### src/rtl/shortest_path_reader.sv
`default_nettype none
// ============================================================================
//  Module      : shortest_path_reader
//  Description : Walks the predecessor chain left in the distance/predecessor
//                memory, from the destination back to the source. It streams
//                each vertex on a valid/ready port, then reports the path
//                cost, the hop count and a completion status.
//  Revision    : 1.0 - initial release
// ============================================================================
module shortest_path_reader #(
   parameter int          ADDR_W  = 13,
   parameter int          DATA_W  = 128,
   parameter logic [31:0] INF_VAL = 32'h0001_0000
) (
   input  logic              clock,
   input  logic              reset,
   input  logic              start,
   input  logic [7:0]        source_num,
   input  logic [7:0]        destination,
   input  logic [7:0]        vertice_num,
   output logic              mem_re,
   output logic [ADDR_W-1:0] mem_addr,
   input  logic [DATA_W-1:0] mem_rdata,
   output logic [7:0]        path_vertex,
   output logic              path_valid,
   input  logic              path_ready,
   output logic              path_last,
   output logic [31:0]       path_cost,
   output logic [7:0]        hop_count,
   output logic              busy,
   output logic              done,
   output logic [1:0]        status
);

   typedef enum logic [2:0] {
      S_IDLE = 3'd0,
      S_RD   = 3'd1,
      S_WAIT = 3'd2,
      S_EMIT = 3'd3,
      S_DONE = 3'd4
   } state_t;

   localparam logic [1:0] C_ST_OK    = 2'b00;
   localparam logic [1:0] C_ST_UNRCH = 2'b01;
   localparam logic [1:0] C_ST_LOOP  = 2'b10;
   localparam logic [1:0] C_ST_BAD   = 2'b11;

   state_t              state_q, state_d;
   logic [7:0]          src_q, src_d;
   logic [7:0]          n_q, n_d;
   logic [7:0]          cur_v_q, cur_v_d;
   logic [7:0]          pred_q, pred_d;
   logic                mem_re_q, mem_re_d;
   logic [ADDR_W-1:0]   mem_addr_q, mem_addr_d;
   logic [7:0]          path_vertex_q, path_vertex_d;
   logic                path_valid_q, path_valid_d;
   logic                path_last_q, path_last_d;
   logic [31:0]         path_cost_q, path_cost_d;
   logic [7:0]          hop_count_q, hop_count_d;
   logic                busy_q, busy_d;
   logic                done_q, done_d;
   logic [1:0]          status_q, status_d;

   logic [31:0]         w_dist;
   logic [7:0]          w_pred;
   logic                w_bad_arg;
   logic                unused_rdata;

   assign w_dist       = mem_rdata[95:64];
   assign w_pred       = mem_rdata[7:0];
   assign unused_rdata = ^{mem_rdata[DATA_W-1:96], mem_rdata[63:8]};

   assign w_bad_arg = (source_num == 8'd0) || (destination == 8'd0) ||
                      (vertice_num == 8'd0) ||
                      (source_num > vertice_num) || (destination > vertice_num);

   // State and registered outputs; reset aborts any walk without a done pulse.
   always_ff @(posedge clock or negedge reset) begin
      if (!reset) begin
         state_q       <= S_IDLE;
         src_q         <= '0;
         n_q           <= '0;
         cur_v_q       <= '0;
         pred_q        <= '0;
         mem_re_q      <= 1'b0;
         mem_addr_q    <= '0;
         path_vertex_q <= '0;
         path_valid_q  <= 1'b0;
         path_last_q   <= 1'b0;
         path_cost_q   <= '0;
         hop_count_q   <= '0;
         busy_q        <= 1'b0;
         done_q        <= 1'b0;
         status_q      <= '0;
      end else begin
         state_q       <= state_d;
         src_q         <= src_d;
         n_q           <= n_d;
         cur_v_q       <= cur_v_d;
         pred_q        <= pred_d;
         mem_re_q      <= mem_re_d;
         mem_addr_q    <= mem_addr_d;
         path_vertex_q <= path_vertex_d;
         path_valid_q  <= path_valid_d;
         path_last_q   <= path_last_d;
         path_cost_q   <= path_cost_d;
         hop_count_q   <= hop_count_d;
         busy_q        <= busy_d;
         done_q        <= done_d;
         status_q      <= status_d;
      end
   end

   // Next state plus next values of every output. Outputs are set up one
   // cycle early, so each one is a flop that is valid in its own state.
   always_comb begin
      state_d       = state_q;
      src_d         = src_q;
      n_d           = n_q;
      cur_v_d       = cur_v_q;
      pred_d        = pred_q;
      mem_re_d      = 1'b0;
      mem_addr_d    = mem_addr_q;
      path_vertex_d = path_vertex_q;
      path_valid_d  = path_valid_q;
      path_last_d   = path_last_q;
      path_cost_d   = path_cost_q;
      hop_count_d   = hop_count_q;
      status_d      = status_q;

      case (state_q)
         S_IDLE: begin
            if (start) begin
               src_d       = source_num;
               n_d         = vertice_num;
               hop_count_d = '0;
               path_cost_d = '0;
               status_d    = C_ST_OK;
               if (w_bad_arg) begin
                  state_d  = S_DONE;
                  status_d = C_ST_BAD;
               end else begin
                  cur_v_d    = destination;
                  state_d    = S_RD;
                  mem_re_d   = 1'b1;
                  mem_addr_d = {{(ADDR_W-8){1'b0}}, destination};
               end
            end
         end
         S_RD: begin
            state_d = S_WAIT;
         end
         S_WAIT: begin
            pred_d = w_pred;
            if (w_dist == INF_VAL) begin
               state_d  = S_DONE;
               status_d = C_ST_UNRCH;
            end else begin
               // The path cost is the distance stored at the destination.
               if (hop_count_q == 8'd0) begin
                  path_cost_d = w_dist;
               end
               state_d       = S_EMIT;
               path_valid_d  = 1'b1;
               path_vertex_d = cur_v_q;
               path_last_d   = (cur_v_q == src_q);
            end
         end
         S_EMIT: begin
            if (path_valid_q && path_ready) begin
               hop_count_d  = hop_count_q + 8'd1;
               path_valid_d = 1'b0;
               path_last_d  = 1'b0;
               if (path_last_q) begin
                  state_d  = S_DONE;
                  status_d = C_ST_OK;
               end else if (({1'b0, hop_count_q} + 9'd1) == {1'b0, n_q}) begin
                  // N beats without reaching the source means the chain loops.
                  state_d  = S_DONE;
                  status_d = C_ST_LOOP;
               end else begin
                  cur_v_d    = pred_q;
                  state_d    = S_RD;
                  mem_re_d   = 1'b1;
                  mem_addr_d = {{(ADDR_W-8){1'b0}}, pred_q};
               end
            end
         end
         S_DONE: begin
            state_d = S_IDLE;
         end
         default: begin
            state_d = S_IDLE;
         end
      endcase

      done_d = (state_d == S_DONE);
      busy_d = (state_d != S_IDLE);
   end

   assign mem_re      = mem_re_q;
   assign mem_addr    = mem_addr_q;
   assign path_vertex = path_vertex_q;
   assign path_valid  = path_valid_q;
   assign path_last   = path_last_q;
   assign path_cost   = path_cost_q;
   assign hop_count   = hop_count_q;
   assign busy        = busy_q;
   assign done        = done_q;
   assign status      = status_q;

endmodule
`default_nettype wire

### config.mk
export PLATFORM = sky130hd
export DESIGN_NAME = shortest_path_reader
export DESIGN_NICKNAME = d
export VERILOG_FILES = /design/src/rtl/shortest_path_reader.sv
export SDC_FILE = /design/constraint.sdc
export NUM_CORES = 1
export LEC_CHECK = 0
export ABC_CLOCK_PERIOD_IN_PS = 7700
export BUFFER_PORTS_ARGS = -buffer_cell sky130_fd_sc_hd__buf_4
export CAP_MARGIN = 20
export CORE_UTILIZATION = 50
export DETAILED_ROUTE_END_ITERATION = 8
export PLACE_DENSITY = 0.86
export SLEW_MARGIN = 0
export SYNTH_ARGS = -nofsm -noshare
export SYNTH_HDL_FRONTEND = slang
export SYNTH_SLANG_ARGS = --single-unit
### constraint.sdc
create_clock -name clock -period 7.7 [get_ports clock]
set_clock_uncertainty 0.2 [all_clocks]
set_input_delay 1.155 -clock clock [delete_from_list [all_inputs] [get_ports clock]]
set_output_delay 1.155 -clock clock [all_outputs]
set_load 0.005 [all_outputs]
==> qor.txt, run 1 <==
Status - complete, no violations
Max_cap viols - 0
Total wire length - 11100 microns
Length of the first detailed-routing pass in iterations - 4
Largest net degree at the start of global routing - 91
Crit path arrival time - 3.62 ns
Clock slew at reported path FFs - 0.09 ns
Clock latency on the worst-skew pair - 0.36 ns
Post-Route M1 WL - 4890 microns
Hold Fails Final Rpt - 0
Number of H-tree levels - 3
TritonCTS clock tree - done
Crit path top cell by count - a21oi_1
First-pass GRT wire length - 18400 microns
Site Rows - 34
Initial drt markers - 196
Setup bufs post-CTS - 0
Maximum vdd drop - 185 uV
Inst Count DP - 644
Number of I/O port buffers - 130
Post-CTS sizing - 0
GRT Residual Overflow - 0
Inserted Diodes - 0
Non-filler cells, final - 662
Register bit count reported by yosys - 90
Final Slew Violations - 0
Static Leak - 2.81 nW
Critical path required time - 7.73 ns
YS warnings - 0
Slew of the pin with the lowest slew margin - 0.703 ns
Area grow syn2layout - 27.9%
Buf/Inv on CP - 2
DR top layer - met4
Via-to-Cell Ratio - 5.77
RSZ-0062 raised after global routing - no
Final Setup Violations - 0
Layout cells sized above 1 - 0.321
Clk root buf - clkbuf_8
CTS sink cnt - 90
Final ANT Viol Nets - 0
TritonCTS Buffers - 9
Ys async rst share - 1.00
Fin nets - 723
Routability congestion estimate from global placement - 0.990
Worst Hold Class - register to register
Final TNS setup - 0 ns
Max FO, Critical Path - 11
Vias in the first global route - 3719
Sequential-to-total area share from yosys stat - 0.501
Cell count after synthesis - 427
CP delay by family, top - simple AND/OR/NAND/NOR gates
Initial core utilization - 0.515
Dominant synthesized flop cell - dfrtp_1
Post-synth design cell area - 0.00449 sq mm
Hold-fix buffers, CTS - 0
CP Cell Sequence - buf_4 -> inv_1 -> ha_1 -> nor2b_1 -> o211ai_1 -> a21oi_1 -> a2111oi_1 -> and3_1 -> or2_1 -> a21oi_1
Core footprint - 0.00872 sq mm
Vias - 3819
Mean Syn Cell Area - 10.5 sq um
Max-slew headroom - 0.529
Yosys cell types - 49
Period Utilization, post-route - 0.467
IO Pins - 224
Metal3 WL - 637 microns
Pwr dens - 352 mW/mm^2
Die W - 96.8 microns
DRC viols - 0
Drt wl/cell - 16.8 microns
HPWL after detailed placement - 8320 microns
Initial antenna violation count - 0
Die H - 96.8 microns
CP Class - input port to register
Post-synth EDFFs - 0
Die Area - 0.00937 sq mm
Tmin final - 3.60 ns
Worst stage delay on the critical path - 0.54 ns
Max Fclk - 278 MHz
Clk buf depth - 2
Worst Setup Start Kind - input port
Layout fillers - 678
Category of the worst setup path capture point - register
DR WL met2 - 5340 microns
GR Util All Layers - 0.246
Worst path slowest cell - and3_1
[layer usage]
| layer | up-vias | global-route usage |
|---|---|---|
| met3 | 22 | 0.0376 |
| met1 | 1846 | 0.344 |
| met2 | 155 | 0.384 |
| met4 | 0 | 0.101 |
| met5 | - | 0 |
| li1 | 1796 | - |
[layout make-up]
| cell class | instances | area, sq um | area share |
|---|---|---|---|
| clock buffers | 10 | 138 | 0.0239 |
| clock inverters | 6 | 95.1 | 0.0165 |
| inverters | 14 | 52.6 | 0.00914 |
| multi-input cells | 300 | 2040 | 0.355 |
| flip-flops and latches | 90 | 2250 | 0.392 |
| well taps | 108 | 135 | 0.0235 |
| repair buffers | 134 | 1030 | 0.180 |
[power breakdown]
group	total [mW]	leakage, nW	internal (mW)	switching [mW]
combinational	0.836	1.56	0.445	0.392
sequential	0.818	1.13	0.669	0.150
clock	0.369	0.118	0.196	0.173
[cells in the final DEF, fill, tap and decap left out, types with 3 or more instances in the layout]
cell | netlist | routed
nand2b_1 | 4 | 4
and3_1 | 4 | 4
ha_1 | 18 | 18
inv_1 | 14 | 14
conb_1 | 1 | 5
a21oi_1 | 21 | 21
xnor2_1 | 7 | 7
nor2b_1 | 3 | 3
inv_6 | 0 | 3
nor2_1 | 13 | 12
xor2_1 | 11 | 11
nand3_1 | 9 | 9
a211oi_1 | 3 | 3
nor3_1 | 11 | 11
buf_4 | 6 | 132
mux2i_1 | 7 | 7
o21ai_0 | 23 | 23
clkbuf_8 | 0 | 10
o211ai_1 | 3 | 3
dfrtp_1 | 90 | 90
nand4_1 | 11 | 11
a31oi_1 | 3 | 3
nand2_1 | 50 | 50
o31ai_1 | 3 | 3
nor4_1 | 16 | 16
mux2_2 | 16 | 16
or2_2 | 4 | 4
a22o_1 | 32 | 32
[logic make-up (layout without fill, tap and decap cells)]
group / Yosys count / after routing / share of synthesized area
AO/OA/AOI/OAI: 97 / 97 / 0.147
XOR/XNOR: 18 / 18 / 0.0351
adder cells (fa/ha/maj): 18 / 18 / 0.0501
buffers and inverters: 41 / 164 / 0.0498
flip-flops: 90 / 90 / 0.501
multiplexers: 23 / 23 / 0.0557
other: 1 / 5 / 0.000834
AND/OR/NAND/NOR: 139 / 139 / 0.161
[flip-flops by register name, summed over array words and instances (netlist names)]
signal,count
mem_re,1
hop_count,8
state_q,3
path_valid,1
path_cost,32
path_vertex,8
mem_addr,8
path_last,1
busy,1
done,1
pred_q,8
status,2
src_q,8
n_q,8
[final timing paths]
path / from / endpoint / slack, ns / cells after the start
max: vertice_num[1] / mem_addr[7]$_DFFE_PN0P_ / 4.10 / 10
min: src_q[5]$_DFFE_PN0P_ / src_q[5]$_DFFE_PN0P_ / 0.31 / 2
max reg2reg: state_q[1]$_DFF_PN0_ / mem_addr[7]$_DFFE_PN0P_ / 4.77 / 6
min reg2reg: src_q[5]$_DFFE_PN0P_ / src_q[5]$_DFFE_PN0P_ / 0.31 / 2
max in group asynchronous: reset / pred_q[5]$_DFFE_PN0P_ / 6.18 / 2
min in group asynchronous: reset / path_cost[14]$_DFFE_PN0P_ / 0.50 / 1
[Yosys cell counts (13+ instances only)]
cell      number  area (sq um)
a21oi_1       21           105
dfrtp_1       90          2250
a22o_1        32           280
ha_1          18           225
nor2_1        13          48.8
inv_1         14          52.6
mux2_2        16           180
nor4_1        16           100
clkbuf_1      13          48.8
nand2_1       50           188
o21ai_0       23           115
[worst min-delay path, stage by stage, from the launching register on]
cell,delay [ns]
dfrtp_1,0.37
nand2_1,0.05
nand2_1,0.06
[metrics by stage]
stage	hold WS (ns)	instance area, sq um	setup slack, ns	utilization	total power, mW
finish	0.309	5750	4.10	0.659	2.02
global route	0.326	5750	3.87	0.659	2.16
CTS	0.309	5710	4.04	0.655	2.03
detailed placement	0.286	5480	3.67	0.628	1.66
global placement	0.283	5470	3.68	0.627	1.62
floorplan	0.265	4510	4.32	-	1.30
Note: power is estimated with default switching activity, not from simulation.
==> run 2: changes to the inputs <==
Settings changed: ABC_CLOCK_PERIOD_IN_PS 7700 to 3000, CORE_UTILIZATION 50 to 42, PLACE_DENSITY 0.86 to 0.77.
Clock period 7.7 ns to 3 ns, I/O delays scaled along.
==> qor.txt, run 2 (same netlist as run 1, synthesis figures left out) <==
Clk root buf - clkbuf_8
TritonCTS clock tree - done
Drt wl/cell - 16.2 microns (-4.0%)
Max FO, Critical Path - 4 (-7)
Hold Fails Final Rpt - 0 (unchanged)
Overall Power - 5.20 mW (+160%)
Number of I/O port buffers - 130 (unchanged)
Die H - 105 microns (+8.9%)
Vias in the first global route - 3877 (+4.2%)
First-pass GRT wire length - 18600 microns (+1.1%)
Core footprint - 0.0104 sq mm (+19%)
Clock latency on the worst-skew pair - 0.37 ns (about the same)
Status - complete, no violations
Reg power frac - 0.405 (about the same)
Static Leak - 2.91 nW (+3.5%)
Setup bufs post-CTS - 0 (unchanged)
Worst Hold Class - input port to register
Via-to-Cell Ratio - 5.52 (-4.3%)
Site Rows - 37 (+8.8%)
Routability congestion estimate from global placement - 0.897 (-9.5%)
Length of the first detailed-routing pass in iterations - 4 (unchanged)
CP Class - input port to register
Number of H-tree levels - 3 (unchanged)
Most common cell after layout, fill and taps aside - buf_4
Vias - 3935 (+3.0%)
IO Pins - 224 (unchanged)
Max-slew headroom - 0.664 (+0.135)
Largest net degree at the start of global routing - 91 (unchanged)
RSZ-0062 raised after global routing - no
TritonCTS Buffers - 9 (unchanged)
Switching pwr - 1.85 mW (+160%)
Category of the worst setup path capture point - register
Tmin final - 2.80 ns
Maximum vdd drop - 535 uV (+190%)
DRC viols - 0 (unchanged)
Max_cap viols - 0 (unchanged)
Layout cells sized above 1 - 0.345 (+0.0236)
Period Utilization, post-route - 0.932
Final Setup Violations - 0 (unchanged)
Inserted Diodes - 0 (unchanged)
Clk buf depth - 2 (unchanged)
CTS sink cnt - 90 (unchanged)
Total wire length - 11500 microns (+3.4%)
Crit path arrival time - 2.84 ns (-0.78 ns)
Final Slew Violations - 0 (unchanged)
Initial drt markers - 239 (+22%)
HPWL after detailed placement - 8780 microns (+5.5%)
Die W - 105 microns (+8.9%)
Flip-flop count of the largest register, all copies and words added - 32 (unchanged)
Switching part of the total - 0.357 (+0.00377)
Pwr dens - 875 mW/mm^2 (+150%)
Initial core utilization - 0.433 (-0.0820)
Final ANT Viol Nets - 0 (unchanged)
Internal - 3.34 mW (+160%)
GRT Residual Overflow - 0 (unchanged)
Fin nets - 746 (+3.2%)
Clock slew at reported path FFs - 0.09 ns (about the same)
Initial antenna violation count - 0 (unchanged)
Die Area - 0.0111 sq mm (+19%)
Layout fillers - 912 (+35%)
Max Fclk - 357 MHz
Area grow syn2layout - 32.2%
Critical path required time - 3.04 ns (-4.69 ns)
Final Util - 0.573 (-0.0860)
Clock share of power - 0.162 (-0.020)
Combinational share of power - 0.433 (+0.020)
GR Util All Layers - 0.215 (-0.0307)
Slew of the pin with the lowest slew margin - 0.503 ns (-0.200 ns)
Worst Setup Start Kind - input port
Most frequent cells in the layout - buf_4 (153), dfrtp_1 (90), nand2_1 (50)
-- run 2: cell count changes in the layout (fill, tap and decap cells not counted), sizes merged --
cell	change
bufinv	-1
clkinvlp	+1
clkinv	+1
buf	+22
dlygate4sd3	+1
inv	-1
-- run 2: power groups by stage --
stage	Clock, mW	Combinational [mW]	Sequential (mW)
floorplan	0	1.28	2.05
global placement	0	2.17	2.09
detailed placement	0	2.25	2.12
CTS	0.867	2.26	2.10
global route	0.917	2.46	2.18
finish	0.841	2.25	2.10
-- run 2: timing repair --
item	CTS	global route
hold endpoints to repair	90	0
hold buffers	1	0
resized for setup	0	0
-- run 2: stage by stage --
stage	TNS [ns]	area (sq um)	std cells	hold WS [ns]	worst slack [ns]
after floorplan	0	4510	431	-0.0456	0.320
after global placement	-0.133	5710	695	0.282	-0.133
after detailed placement	-0.154	5730	696	0.285	-0.154
after CTS	0	5940	713	0.0831	0.233
after global routing	0	5940	713	0.0797	0.0988
final	0	5940	713	0.102	0.203
-- run 2: critical path, cell delays in order --
cell       delay (ns)
buf_4            0.11
inv_1            0.07
ha_1             0.24
nor2b_1          0.14
o211ai_1         0.16
a21oi_1          0.10
a2111oi_1        0.49
buf_4            0.20
a21oi_1          0.07
or2_2            0.33
or4_1            0.47
-- run 2: routing by layer --
layer,vias up,track usage,routed length (microns)
li1,1839,-,-
met3,20,0.0513,678
met1,1926,0.273,4960
met4,0,0.0875,289
met2,150,0.353,5590
met5,-,0,0
-- run 2: final timing paths --
path | slack, ns | start | cells after the start | end
worst max-delay path | 0.20 | vertice_num[1] | 11 | busy$_DFF_PN0_
worst min-delay path | 0.10 | mem_rdata[86] | 2 | path_cost[22]$_DFFE_PN0P_
worst max register to register | 0.27 | hop_count[0]$_DFFE_PN0P_ | 8 | state_q[0]$_DFF_PN0_
worst min register to register | 0.30 | n_q[0]$_DFFE_PN0P_ | 2 | n_q[0]$_DFFE_PN0P_
max in group asynchronous | 1.79 | reset | 3 | n_q[5]$_DFFE_PN0P_
min in group asynchronous | 0.44 | reset | 3 | path_vertex[2]$_DFFE_PN0P_
-- run 2: final cells by class --
cell class / instances / area (sq um) / area share
Tap cell: 136 / 170 / 0.0286
Clock inverter: 6 / 72.6 / 0.0122
Timing Repair Buffer: 157 / 1230 / 0.206
Sequential cell: 90 / 2250 / 0.379
Multi-Input combinational cell: 300 / 2040 / 0.344
Clock buffer: 10 / 128 / 0.0215
Inverter: 14 / 52.6 / 0.00884
